## config.mk

```make
export PLATFORM = sky130hd
export DESIGN_NAME = multicycle_control
export DESIGN_NICKNAME = d
export VERILOG_FILES = /design/src/rtl/multicycle_control.sv
export SDC_FILE = /design/constraint.sdc
export NUM_CORES = 1
export LEC_CHECK = 0
export ABC_AREA = 1
export CAP_MARGIN = 20
export CORE_ASPECT_RATIO = 0.6
export CORE_MARGIN = 2
export CORE_UTILIZATION = 34
export DETAILED_ROUTE_END_ITERATION = 8
export PLACE_DENSITY = 0.75
export SLEW_MARGIN = 20
export SYNTH_ARGS = -nofsm -noshare
export SYNTH_HDL_FRONTEND = slang
export SYNTH_SLANG_ARGS = --single-unit
```

## constraint.sdc

```tcl
create_clock -name clk -period 1.3 [get_ports clk]
set_input_delay 0.325 -clock clk [delete_from_list [all_inputs] [get_ports clk]]
set_output_delay 0.325 -clock clk [all_outputs]
set_load 0.02 [all_outputs]
```

## src/rtl/multicycle_control.sv

```systemverilog
`default_nettype none
// ============================================================================
// Module      : multicycle_control
// Description : Moore-FSM control unit for a multicycle MIPS-subset datapath.
//               Optional memory wait handshake: MULTICYCLE_CONTROL_MEM_WAIT_EN.
// Revision    : 1.0 - initial release
// ============================================================================
module multicycle_control (
    input  logic       clk,
    input  logic       rst,
    input  logic [5:0] opcode,
    input  logic       zf,
    input  logic       mem_ready,
    output logic       pc_write,
    output logic       pc_write_cond,
    output logic       i_or_d,
    output logic       mem_read,
    output logic       mem_write,
    output logic       ir_write,
    output logic       reg_dst,
    output logic       mem_to_reg,
    output logic       reg_write,
    output logic       alu_src_a,
    output logic [1:0] alu_src_b,
    output logic [2:0] alu_op,
    output logic [1:0] pc_source,
    output logic [3:0] state,
    output logic       illegal,
    output logic [15:0] instr_count
);

    typedef enum logic [3:0] {
        FETCH  = 4'd0,
        DECODE = 4'd1,
        MEMADR = 4'd2,
        MEMRD  = 4'd3,
        MEMWB  = 4'd4,
        MEMWR  = 4'd5,
        EXEC   = 4'd6,
        RWB    = 4'd7,
        BRANCH = 4'd8,
        JUMP   = 4'd9,
        IMMEX  = 4'd10,
        IMMWB  = 4'd11
    } state_t;

    localparam logic [5:0] c_OP_RTYPE = 6'b000000;
    localparam logic [5:0] c_OP_LW    = 6'b100011;
    localparam logic [5:0] c_OP_SW    = 6'b101011;
    localparam logic [5:0] c_OP_BEQ   = 6'b000100;
    localparam logic [5:0] c_OP_J     = 6'b000010;
    localparam logic [5:0] c_OP_ADDI  = 6'b001000;

    state_t      r_state;
    state_t      w_next_state;
    logic        r_illegal;
    logic [15:0] r_instr_count;
    logic        w_mem_done;
    logic        w_illegal_op;
    logic        w_retire;

    // zf qualifies the branch in the datapath, not here.
`ifdef MULTICYCLE_CONTROL_MEM_WAIT_EN
    assign w_mem_done = mem_ready;
    logic w_unused;
    assign w_unused = zf;
`else
    assign w_mem_done = 1'b1;
    logic w_unused;
    assign w_unused = &{1'b0, zf, mem_ready};
`endif

    always_ff @(posedge clk) begin
        if (rst) begin
            r_state       <= FETCH;
            r_illegal     <= 1'b0;
            r_instr_count <= 16'h0000;
        end else begin
            r_state <= w_next_state;
            if (w_illegal_op)
                r_illegal <= 1'b1;
            if (w_retire)
                r_instr_count <= r_instr_count + 16'h0001;
        end
    end

    always_comb begin
        w_next_state = FETCH;
        w_illegal_op = 1'b0;
        w_retire     = 1'b0;
        case (r_state)
            FETCH:  w_next_state = w_mem_done ? DECODE : FETCH;
            DECODE: begin
                case (opcode)
                    c_OP_RTYPE:       w_next_state = EXEC;
                    c_OP_LW, c_OP_SW: w_next_state = MEMADR;
                    c_OP_BEQ:         w_next_state = BRANCH;
                    c_OP_J:           w_next_state = JUMP;
                    c_OP_ADDI:        w_next_state = IMMEX;
                    default: begin
                        w_next_state = FETCH;
                        w_illegal_op = 1'b1;
                    end
                endcase
            end
            MEMADR: begin
                // An opcode that changed under us mid-instruction just abandons it.
                if (opcode == c_OP_LW)
                    w_next_state = MEMRD;
                else if (opcode == c_OP_SW)
                    w_next_state = MEMWR;
                else
                    w_next_state = FETCH;
            end
            MEMRD:  w_next_state = w_mem_done ? MEMWB : MEMRD;
            MEMWB:  begin w_next_state = FETCH; w_retire = 1'b1; end
            MEMWR:  begin
                w_next_state = w_mem_done ? FETCH : MEMWR;
                w_retire     = w_mem_done;
            end
            EXEC:   w_next_state = RWB;
            RWB:    begin w_next_state = FETCH; w_retire = 1'b1; end
            BRANCH: begin w_next_state = FETCH; w_retire = 1'b1; end
            JUMP:   begin w_next_state = FETCH; w_retire = 1'b1; end
            IMMEX:  w_next_state = IMMWB;
            IMMWB:  begin w_next_state = FETCH; w_retire = 1'b1; end
            default: w_next_state = FETCH;
        endcase
    end

    always_comb begin
        pc_write      = 1'b0;
        pc_write_cond = 1'b0;
        i_or_d        = 1'b0;
        mem_read      = 1'b0;
        mem_write     = 1'b0;
        ir_write      = 1'b0;
        reg_dst       = 1'b0;
        mem_to_reg    = 1'b0;
        reg_write     = 1'b0;
        alu_src_a     = 1'b0;
        alu_src_b     = 2'b00;
        alu_op        = 3'b000;
        pc_source     = 2'b00;
        case (r_state)
            FETCH: begin
                mem_read  = 1'b1;
                ir_write  = 1'b1;
                alu_src_b = 2'b01;
                pc_write  = 1'b1;
            end
            DECODE: alu_src_b = 2'b11;
            MEMADR: begin
                alu_src_a = 1'b1;
                alu_src_b = 2'b10;
            end
            MEMRD: begin
                mem_read = 1'b1;
                i_or_d   = 1'b1;
            end
            MEMWB: begin
                mem_to_reg = 1'b1;
                reg_write  = 1'b1;
            end
            MEMWR: begin
                mem_write = 1'b1;
                i_or_d    = 1'b1;
            end
            EXEC: begin
                alu_src_a = 1'b1;
                alu_op    = 3'b010;
            end
            RWB: begin
                reg_dst   = 1'b1;
                reg_write = 1'b1;
            end
            BRANCH: begin
                alu_src_a     = 1'b1;
                alu_op        = 3'b001;
                pc_write_cond = 1'b1;
                pc_source     = 2'b01;
            end
            JUMP: begin
                pc_write  = 1'b1;
                pc_source = 2'b10;
            end
            IMMEX: begin
                alu_src_a = 1'b1;
                alu_src_b = 2'b10;
            end
            IMMWB: reg_write = 1'b1;
            default: ;
        endcase
    end

    assign state       = r_state;
    assign illegal     = r_illegal;
    assign instr_count = r_instr_count;

endmodule
`default_nettype wire

```

==> run summary, run 1 <==
result of the run -> finished with violations
violated checks -> setup timing
final wirelength -> 5150 um
number of nets with antenna violations after detailed routing -> 0
Crit path arrival time -> 1.28 ns
list of cells traversed by the critical path -> inv_4, buf_6, nand2_8, nor2_4, nor2_2, nand2_2, buf_6
pre-CTS WS -> -0.487 ns
cell type with the largest total area after synthesis -> sky130_fd_sc_hd__dfxtp_1
drt first-iter violations -> 152
area post-placement -> 2180 um2
number of buffers created by CTS -> 3
Overall Power -> 1.37 mW
setup-violating endpoint count in the final report -> 32
Critical Path Most Common Cell -> sky130_fd_sc_hd__buf_6
synthesis-to-layout area growth -> 86.1%
Slowest-stage cell, CP -> sky130_fd_sc_hd__dfxtp_4
via count of the first global-routing pass -> 1,465
H-Tree Depth -> 1
Layout Cell Area excl Fill -> 2600 um2
global-route wire length before repair -> 6800 um
library cell with the highest instance count after synthesis -> sky130_fd_sc_hd__nand2_1
routed via count divided by cell count -> 4.96
maximum operating frequency -> 621 MHz
via count of the routed design -> 1,767
total of hold buffers inserted after clock tree synthesis -> 0
maximum cell stage delay along the critical path -> 0.38 ns
Final Hold Viols -> 0
TNS Setup -> -4.88 ns
critical path type -> reg2out
hold path startpoint -> illegal$_SDFFE_PP0P_
maximum fanout along the worst path -> 4
number of search-and-repair iterations in the first detailed-routing pass -> 4
fraction of registers with async set/reset -> 0%
Post-Syn Area per Cell -> 6.42 um2
die span in y -> 53.7 um
net count after synthesis -> 229
largest clock skew in the final design -> 0.00289 ns
Netlist cell types -> 28
count of inserted antenna diode cells -> 0
number of cells on the worst reg-to-reg path -> 9
Leak Pwr -> 1.21 nW
number of design rule violations left after detail routing -> 0
total of buffers placed on input and output ports -> 44
final estimated routing congestion in global placement -> 0.858
Critical Path Source Type -> register
area enclosed by the die boundary -> 4660 um2
floorplan core area -> 4030 um2
reg2reg start -> state[3]$_SDFF_PP0_
CTS root buf -> sky130_fd_sc_hd__clkbuf_8
PwrDens -> 527 nW/um2
clock-pin transition on the worst setup and hold timing paths -> 0.08 ns
Worst R2R End -> instr_count[4]$_SDFFE_PP0P_
share of post-route cells with drive strength above 1 -> 48.7%
final critical path time including I/O delays and setup -> 1.61 ns
CP Capture Type -> output port
most common library cells after synthesis -> sky130_fd_sc_hd__nand2_1 (50), sky130_fd_sc_hd__nor2_1 (41), sky130_fd_sc_hd__inv_1 (34), sky130_fd_sc_hd__dfxtp_1 (21), sky130_fd_sc_hd__nand3_1 (13)
final critical-path share of the clock period -> 124%
number of top-level pins -> 48
number of max-cap violations -> 0
starting density of the core -> 34.7%
Routed WL per cell -> 14.5 um
setup repair after global routing missed its margin -> yes
number of nets in the layout -> 318
Num Clock Sinks -> 21
endpoint required time on the critical path -> 0.98 ns
number of buffers and inverters on the critical path -> 3
share of the synthesized area in the top cell type -> 30.1%
number of enable flip-flop cells after synthesis -> 0
total congestion overflow -> 0
part of the Yosys area used for sequential elements -> 30.1%
Hold WC Path Type -> reg2reg
CTS tree -> built
initial antenna violation count -> 0
Min-Delay Endpoint -> illegal$_SDFFE_PP0P_
#FFs+latches synth -> 21
count of synthesis-stage warnings from yosys -> 0
maximum number of pins on one net before global-route repair -> 12
number of rows created at floorplan -> 18
total global routing track utilization -> 19.0%
clock latency on the worst-skew pair -> 0.27 ns
netlist area before placement -> 1400 um2
post-layout utilization of the core -> 64.6%
max-slew violation total from the final report -> 0
primary flip-flop cell chosen by synthesis mapping -> sky130_fd_sc_hd__dfxtp_1
worst setup slack after layout -> -0.310 ns
cell types with the largest area share after synthesis -> sky130_fd_sc_hd__dfxtp_1 (30%), sky130_fd_sc_hd__nand2_1 (13%), sky130_fd_sc_hd__nor2_1 (11%)
synthesized instance count -> 218
die boundary width -> 86.8 um
worst reg-to-reg setup slack -> -0.19 ns
peak supply drop -> 0.309 mV
maximum root-to-sink buffer count -> 2
Top delay family on crit path -> flip-flops
estimated wirelength of the detail-placed design -> 3180 um
worst hold path depth -> 2
[how the worst max path moves through the flow]
stage                         from        end  slack [ns]  cells past startpoint
2_1_floorplan  state[0]$_SDFF_PP0_   pc_write      -0.006                      4
3_3_place_gp   state[2]$_SDFF_PP0_     i_or_d       -0.44                      6
3_5_place_dp   state[2]$_SDFF_PP0_     i_or_d       -0.49                      6
4_1_cts        state[0]$_SDFF_PP0_  alu_src_a       -0.27                      7
5_1_grt        state[0]$_SDFF_PP0_  alu_src_a       -0.35                      7
6_report       state[0]$_SDFF_PP0_  alu_src_a       -0.31                      7
[repair_timing]
action | 4_1_cts | 5_1_grt
gates resized for setup | 175 | 62
endpoints found under the setup margin | 53 | 46
buffers inserted | 3 | 8
cloned | 0 | 0
endpoints found under the hold margin | 0 | 0
pin swaps | 7 | 17
[final cells by class]
cell class | count | area [um2]
Timing Repair Buffer | 89 | 832
Inverter | 36 | 158
Sequential cell | 21 | 447
Tap cell | 50 | 62.6
Fill cell | 297 | 1430
Clock buffer | 4 | 45.0
Multi-Input combinational cell | 156 | 1060
[metal layers]
layer	wire length [um]	track usage, %	share of wire [%]
met1	2130	26.4	41
met2	2460	30.0	48
met3	424	4.29	8.2
met4	137	4.69	2.7
met5	0	0	0
[tightest hold or removal path, stage by stage, from the launching register on]
cell	delay, ns
sky130_fd_sc_hd__dfxtp_1	0.32
sky130_fd_sc_hd__inv_1	0.06
sky130_fd_sc_hd__a21oi_2	0.04
[layout by cell type (no fill, tap or decap), drive strengths merged]
cell	n
nor3	4
dlymetal6s2s	4
buf	65
dlygate4sd2	7
nand3	15
nor3b	1
clkbuf	7
o21bai	2
nand2	57
nor2	47
o21ai	8
inv	36
clkdlybuf4s50	3
ha	1
a21oi	12
nand4	5
xnor2	2
clkdlybuf4s15	7
dfxtp	21
o21a	1
conb	1
[power breakdown]
part | total, mW | switching, mW | internal, mW
sequential | 0.651 | 0.0109 | 0.640
clock | 0.443 | 0.223 | 0.219
combinational | 0.279 | 0.149 | 0.131
[cells by family after synthesis]
group           share of synthesized area [%]
simple gates                             46.4
buf+inv                                  12.1
compound gates                           9.03
flops                                    30.1
xor+xnor                                 1.25
fa+ha+maj                               0.894
other cells                             0.268
[sequential cells by signal, summed over array words and instances (netlist names)]
| signal | count |
|---|---|
| state | 4 |
| instr_count | 16 |
| illegal | 1 |
[per-stage QoR]
step           hold WS, ns  instances
3_5_place_dp         0.457        341
5_1_grt              0.502        356
3_3_place_gp         0.440        341
2_1_floorplan        0.488        218
6_report             0.470        356
4_1_cts              0.469        348
Note: power is estimated with default switching activity, not from simulation.
==> inputs of run 2 (changes only) <==
--- a/config.mk
+++ b/config.mk
@@ -11,7 +11,9 @@
 export CORE_MARGIN = 2
 export CORE_UTILIZATION = 34
 export DETAILED_ROUTE_END_ITERATION = 8
+export MAX_ROUTING_LAYER = met4
 export PLACE_DENSITY = 0.75
+export SETUP_SLACK_MARGIN = 0.02
 export SLEW_MARGIN = 20
 export SYNTH_ARGS = -nofsm -noshare
 export SYNTH_HDL_FRONTEND = slang
==> run 2 against run 1 <==
  * The run still ends with setup timing left
  * Sequential share of layout area is 1.0 points higher
  * Clock skew up 0.0041 ns
  * Critical endpoint unchanged
  * Power shrank 2.5%
  * Highest routed layer unchanged
  * Sequential power is essentially flat
  * Worst setup slack better by 0.018 ns
  * Cell area down 5.5%
  * Routed wire length shrank 13%
  * Fmax is 1.2% higher
  * Combinational power shrank 9.7%
==> run summary, run 2 (same netlist as run 1, synthesis figures left out) <==
top library cells by usage in the layout, fill and taps aside -> sky130_fd_sc_hd__nand2_1 (43), sky130_fd_sc_hd__buf_4 (31), sky130_fd_sc_hd__inv_1 (23)
floorplan core area -> 4030 um2 (unchanged)
hold path startpoint -> illegal$_SDFFE_PP0P_
total of buffers placed on input and output ports -> 44 (unchanged)
maximum fanout along the worst path -> 4 (unchanged)
number of top-level pins -> 48 (unchanged)
maximum cell stage delay along the critical path -> 0.40 ns (+0.02 ns)
Min-Delay Endpoint -> illegal$_SDFFE_PP0P_
list of cells traversed by the critical path -> inv_4, buf_6, nand2_8, nor2_4, nor2_2, nand2_2, buf_6
starting density of the core -> 34.7% (unchanged)
number of buffers created by CTS -> 3 (unchanged)
total of hold buffers inserted after clock tree synthesis -> 0 (unchanged)
final wirelength -> 4500 um (-13%)
final estimated routing congestion in global placement -> 0.893 (+4.1%)
violated checks -> setup timing
total global routing track utilization -> 18.3% (-0.63 points)
worst setup slack after layout -> -0.292 ns (+0.0184 ns)
PwrDens -> 544 nW/um2 (+3.1%)
Worst R2R End -> instr_count[5]$_SDFFE_PP0P_
Num Clock Sinks -> 21 (unchanged)
Sw Share -> 27.9% (-0.046 points)
fill cell count -> 347 (+17%)
Leak Pwr -> 1.13 nW (-6.7%)
setup repair after global routing missed its margin -> yes
maximum root-to-sink buffer count -> 2 (unchanged)
sequential share of power -> 48.6% (+1.2 points)
Routed WL per cell -> 13.0 um (-10%)
Overall Power -> 1.34 mW (-2.5%)
H-Tree Depth -> 1 (unchanged)
maximum operating frequency -> 628 MHz (+1.2%)
final critical-path share of the clock period -> 122% (-1.4 points)
die boundary width -> 86.8 um (unchanged)
internal power consumption -> 0.966 mW (-2.4%)
Slowest-stage cell, CP -> sky130_fd_sc_hd__dfxtp_4
number of cells on the worst reg-to-reg path -> 10 (+1)
count of inserted antenna diode cells -> 0 (unchanged)
Crit path arrival time -> 1.27 ns (about the same)
synthesis-to-layout area growth -> 75.9%
TNS Setup -> -4.24 ns (+0.639 ns)
number of flip-flops under the largest register name -> 16 (unchanged)
most common cell after layout, fill and taps aside -> sky130_fd_sc_hd__nand2_1
Comb power frac -> 18.8% (-1.5 points)
total congestion overflow -> 0 (unchanged)
clock power share -> 32.6% (+0.4 points)
initial antenna violation count -> 0 (unchanged)
clock latency on the worst-skew pair -> 0.27 ns (about the same)
largest clock skew in the final design -> 0.00702 ns (+0.00413 ns)
critical path type -> reg2out
switching power of the nets -> 0.373 mW (-2.7%)
die span in y -> 53.7 um (unchanged)
area enclosed by the die boundary -> 4660 um2 (unchanged)
Hold WC Path Type -> reg2reg
reg2reg start -> state[2]$_SDFF_PP0_
via count of the first global-routing pass -> 1,319 (-10%)
peak supply drop -> 0.342 mV (+11%)
final critical path time including I/O delays and setup -> 1.59 ns (-0.0184 ns)
CTS root buf -> sky130_fd_sc_hd__clkbuf_8
number of search-and-repair iterations in the first detailed-routing pass -> 4 (unchanged)
global-route wire length before repair -> 6400 um (-6.0%)
CTS tree -> built
number of nets in the layout -> 309 (-2.8%)
result of the run -> finished with violations
setup-violating endpoint count in the final report -> 24 (-25%)
worst reg-to-reg setup slack -> -0.17 ns (+0.02 ns)
hold slack -> 0.472 ns (+0.00243 ns)
share of post-route cells with drive strength above 1 -> 48.5% (-0.21 points)
max-slew violation total from the final report -> 0 (unchanged)
routed via count divided by cell count -> 4.76 (-4.1%)
clock-pin transition on the worst setup and hold timing paths -> 0.08 ns (about the same)
estimated wirelength of the detail-placed design -> 3040 um (-4.4%)
CP Capture Type -> output port
via count of the routed design -> 1,651 (-6.6%)
drt first-iter violations -> 57 (-63%)
number of design rule violations left after detail routing -> 0 (unchanged)
number of max-cap violations -> 0 (unchanged)
post-layout utilization of the core -> 61.0% (-3.5 points)
number of nets with antenna violations after detailed routing -> 0 (unchanged)
endpoint required time on the critical path -> 0.98 ns (about the same)
Final Hold Viols -> 0 (unchanged)
maximum number of pins on one net before global-route repair -> 12 (unchanged)
Critical Path Source Type -> register
worst hold path depth -> 2 (unchanged)
number of rows created at floorplan -> 18 (unchanged)
Critical Path Most Common Cell -> sky130_fd_sc_hd__buf_6
## run 2: cell types whose count changed in the layout (fill, tap and decap cells not counted), sizes merged
| cell | previous run | this run |
|---|---|---|
| dlygate4sd2 | 7 | 0 |
| buf | 65 | 58 |
| clkdlybuf4s15 | 7 | 10 |
| clkbuf | 7 | 9 |
## run 2: cell type report
type | instances | area, um2 | area share (%)
repair buffers | 80 | 721 | 29.3
multi-input cells | 156 | 1040 | 42.1
well taps | 50 | 62.6 | 2.54
inverters | 36 | 148 | 6.00
clock buffers | 4 | 45.0 | 1.83
flip-flops and latches | 21 | 448 | 18.2
## run 2: per-stage QoR
step / setup slack, ns / instance area (um2) / std cells
finish: -0.292 / 2460 / 347
global route: -0.338 / 2460 / 347
CTS: -0.246 / 2260 / 342
detailed placement: -0.459 / 2150 / 336
global placement: -0.433 / 2150 / 336
floorplan: -0.00565 / 1460 / 218
## run 2: power groups by stage
stage          Sequential (mW)  Combinational, mW  Clock, mW
2_1_floorplan            0.680              0.105          0
3_3_place_gp             0.670              0.212          0
3_5_place_dp             0.671              0.213          0
4_1_cts                  0.654              0.226      0.441
5_1_grt                  0.651              0.269      0.468
6_report                 0.650              0.252      0.437
## run 2: critical path, delay by kind of cell (launching register included)
family | cells | cell delay (ns)
DFF | 1 | 0.40
buffers and inverters | 3 | 0.30
and+or+nand+nor | 4 | 0.29
## run 2: repair_timing
| action | in CTS | in global routing |
|---|---|---|
| gates resized for setup | 163 | 70 |
| pin swaps | 6 | 21 |
| endpoints found under the setup margin | 52 | 54 |
| buffers inserted | 2 | 5 |
| cloned | 0 | 0 |
## run 2: how the worst max path moves through the flow
stage | to | depth (start not counted) | slack [ns] | startpoint
floorplan | pc_write | 4 | -0.006 | state[0]$_SDFF_PP0_
global placement | pc_write | 5 | -0.43 | state[0]$_SDFF_PP0_
detailed placement | pc_write | 5 | -0.46 | state[0]$_SDFF_PP0_
CTS | alu_src_a | 7 | -0.25 | state[0]$_SDFF_PP0_
global route | alu_src_a | 6 | -0.34 | state[2]$_SDFF_PP0_
finish | alu_src_a | 7 | -0.29 | state[0]$_SDFF_PP0_
## run 2: per-layer routing
layer,part of all wire (%),vias up,routed length (um),track usage (%)
met3,8.1,4,366,5.06
met1,45,756,2040,27.3
met5,0,-,0,-
li1,-,838,-,-
met4,0.44,0,20,3.13
met2,46,53,2080,24.4
==> inputs of run 3 (changes only) <==
--- a/config.mk
+++ b/config.mk
@@ -8,9 +8,10 @@
 export ABC_AREA = 1
 export CAP_MARGIN = 20
 export CORE_ASPECT_RATIO = 0.6
-export CORE_MARGIN = 2
+export CORE_MARGIN = 3
 export CORE_UTILIZATION = 34
 export DETAILED_ROUTE_END_ITERATION = 8
+export GPL_TIMING_DRIVEN = 1
 export MAX_ROUTING_LAYER = met4
 export PLACE_DENSITY = 0.75
 export SETUP_SLACK_MARGIN = 0.02
==> run 3 against run 2 <==
  * The flow still finishes with violations (setup timing)
  * Global-route usage up 1.8 points
  * First-iteration DRC count rose to 2.6 times the previous value
  * Hold slack worse by 0.013 ns
  * Clock-buffer cell count unchanged
  * Cell count up 1.7%
==> run summary, run 3 (same netlist as run 1, synthesis figures left out) <==
result of the run -> finished with violations
violated checks -> setup timing
largest clock skew in the final design -> 0.00439 ns (-0.00263 ns)
most common cell after layout, fill and taps aside -> sky130_fd_sc_hd__nand2_1
via count of the routed design -> 1,788 (+8.3%)
Routed WL per cell -> 15.3 um (+18%)
internal power consumption -> 0.975 mW (+0.89%)
estimated wirelength of the detail-placed design -> 3330 um (+9.4%)
number of buffers created by CTS -> 3 (unchanged)
die boundary width -> 88.8 um (+2.3%)
total congestion overflow -> 0 (unchanged)
max-slew violation total from the final report -> 0 (unchanged)
synthesis-to-layout area growth -> 87.1%
worst reg-to-reg setup slack -> -0.15 ns (+0.02 ns)
setup-violating endpoint count in the final report -> 32 (+33%)
pre-CTS WS -> -0.485 ns (-0.0260 ns)
PwrDens -> 510 nW/um2 (-6.3%)
number of top-level pins -> 48 (unchanged)
top library cells by usage in the layout, fill and taps aside -> sky130_fd_sc_hd__nand2_1 (37), sky130_fd_sc_hd__buf_4 (32), sky130_fd_sc_hd__buf_6 (30)
Worst R2R End -> instr_count[9]$_SDFFE_PP0P_
Overall Power -> 1.33 mW (-0.36%)
starting density of the core -> 36.7% (+2.0 points)
share of post-route cells with drive strength above 1 -> 53.6% (+5.1 points)
number of nets in the layout -> 318 (+2.9%)
CTS root buf -> sky130_fd_sc_hd__clkbuf_8
Num Clock Sinks -> 21 (unchanged)
H-Tree Depth -> 1 (unchanged)
CP Capture Type -> output port
critical path type -> reg2out
final wirelength -> 5390 um (+20%)
Crit path arrival time -> 1.27 ns (about the same)
clock-pin transition on the worst setup and hold timing paths -> 0.07 ns (about the same)
switching power of the nets -> 0.360 mW (-3.6%)
global-route wire length before repair -> 7690 um (+20%)
endpoint required time on the critical path -> 0.98 ns (about the same)
Hold WC Path Type -> reg2reg
final critical path time including I/O delays and setup -> 1.59 ns (+0.00192 ns)
Critical Path Source Type -> register
Min-Delay Endpoint -> illegal$_SDFFE_PP0P_
hold slack -> 0.459 ns (-0.0133 ns)
number of rows created at floorplan -> 17 (-1)
maximum fanout along the worst path -> 6 (+2)
number of flip-flops under the largest register name -> 16 (unchanged)
total of hold buffers inserted after clock tree synthesis -> 0 (unchanged)
die span in y -> 55.7 um (+3.7%)
CTS tree -> built
reg2reg start -> state[2]$_SDFF_PP0_
setup repair after global routing missed its margin -> yes
count of inserted antenna diode cells -> 0 (unchanged)
clock latency on the worst-skew pair -> 0.26 ns (about the same)
TNS Setup -> -4.30 ns (-0.0556 ns)
hold path startpoint -> illegal$_SDFFE_PP0P_
number of cells on the worst reg-to-reg path -> 11 (+1)
maximum root-to-sink buffer count -> 2 (unchanged)
Leak Pwr -> 1.17 nW (+4.2%)
final estimated routing congestion in global placement -> 0.863 (-3.3%)
floorplan core area -> 3810 um2 (-5.6%)
final critical-path share of the clock period -> 123% (+0.15 points)
fill cell count -> 282 (-19%)
total global routing track utilization -> 20.2% (+1.8 points)
number of search-and-repair iterations in the first detailed-routing pass -> 4 (unchanged)
worst setup slack after layout -> -0.294 ns (-0.00192 ns)
via count of the first global-routing pass -> 1,608 (+22%)
maximum operating frequency -> 628 MHz (-0.12%)
clock power share -> 31.5% (-1.1 points)
maximum number of pins on one net before global-route repair -> 12 (unchanged)
worst hold path depth -> 2 (unchanged)
peak supply drop -> 0.314 mV (-8.4%)
total of buffers placed on input and output ports -> 44 (unchanged)
drt first-iter violations -> 146 (+160%)
Sw Share -> 27.0% (-0.90 points)
routed via count divided by cell count -> 5.07 (+6.5%)
number of nets with antenna violations after detailed routing -> 0 (unchanged)
Final Hold Viols -> 0 (unchanged)
Comb power frac -> 19.8% (+1.0 points)
area enclosed by the die boundary -> 4950 um2 (+6.1%)
number of max-cap violations -> 0 (unchanged)
initial antenna violation count -> 0 (unchanged)
number of design rule violations left after detail routing -> 0 (unchanged)
Layout Cell Area excl Fill -> 2620 um2 (+6.4%)
sequential share of power -> 48.7% (about the same)
area post-placement -> 2200 um2 (+2.3%)
## run 3: worst max-delay path by stage
stage	startpoint	to	slack, ns	depth (start not counted)
floorplan	state[0]$_SDFF_PP0_	pc_write	-0.006	4
global placement	state[2]$_SDFF_PP0_	i_or_d	-0.45	6
detailed placement	state[2]$_SDFF_PP0_	i_or_d	-0.49	6
CTS	state[2]$_SDFF_PP0_	alu_src_a	-0.24	6
global route	state[1]$_SDFF_PP0_	alu_src_a	-0.35	6
finish	state[2]$_SDFF_PP0_	alu_src_a	-0.29	6
## run 3: cell type report
cell class	instances	area, um2	share of cell area [%]
multi-input combinational	156	1070	41.1
timing repair buffer	89	830	31.7
tap	47	58.8	2.25
sequential	21	448	17.1
clock buffer	4	45.0	1.72
inverter	36	161	6.17
## run 3: through the flow
stage                     cells  util [%]
after floorplan             218         -
after global placement      340      57.7
after detailed placement    340      57.7
after CTS                   348      63.2
after global routing        353      68.7
final                       353      68.7
## run 3: power groups by stage
stage	sequential (mW)	clock [mW]	combinational [mW]
after floorplan	0.680	0	0.105
after global placement	0.670	0	0.216
after detailed placement	0.670	0	0.218
after CTS	0.654	0.434	0.230
after global routing	0.650	0.460	0.286
final	0.649	0.420	0.265
## run 3: repair_timing
action / CTS / global route
setup endpoints to repair: 54 / 51
setup buffers: 5 / 7
pin swaps: 13 / 24
resized for setup: 179 / 75
## run 3: worst max-delay path, cell delays in order (launching register included)
cell                      delay [ns]
sky130_fd_sc_hd__dfxtp_4        0.38
sky130_fd_sc_hd__buf_6          0.12
sky130_fd_sc_hd__nand2_8        0.08
sky130_fd_sc_hd__nor2_4         0.18
sky130_fd_sc_hd__nor2_2         0.07
sky130_fd_sc_hd__nand2_2        0.06
sky130_fd_sc_hd__buf_6          0.11
## run 3: routing by layer
| layer | up-vias | wire (um) | global-route usage [%] |
|---|---|---|---|
| li1 | 856 | - | - |
| met1 | 808 | 2250 | 29.0 |
| met2 | 98 | 2500 | 29.5 |
| met3 | 26 | 396 | 3.85 |
| met4 | 0 | 246 | 3.66 |
| met5 | - | 0 | - |
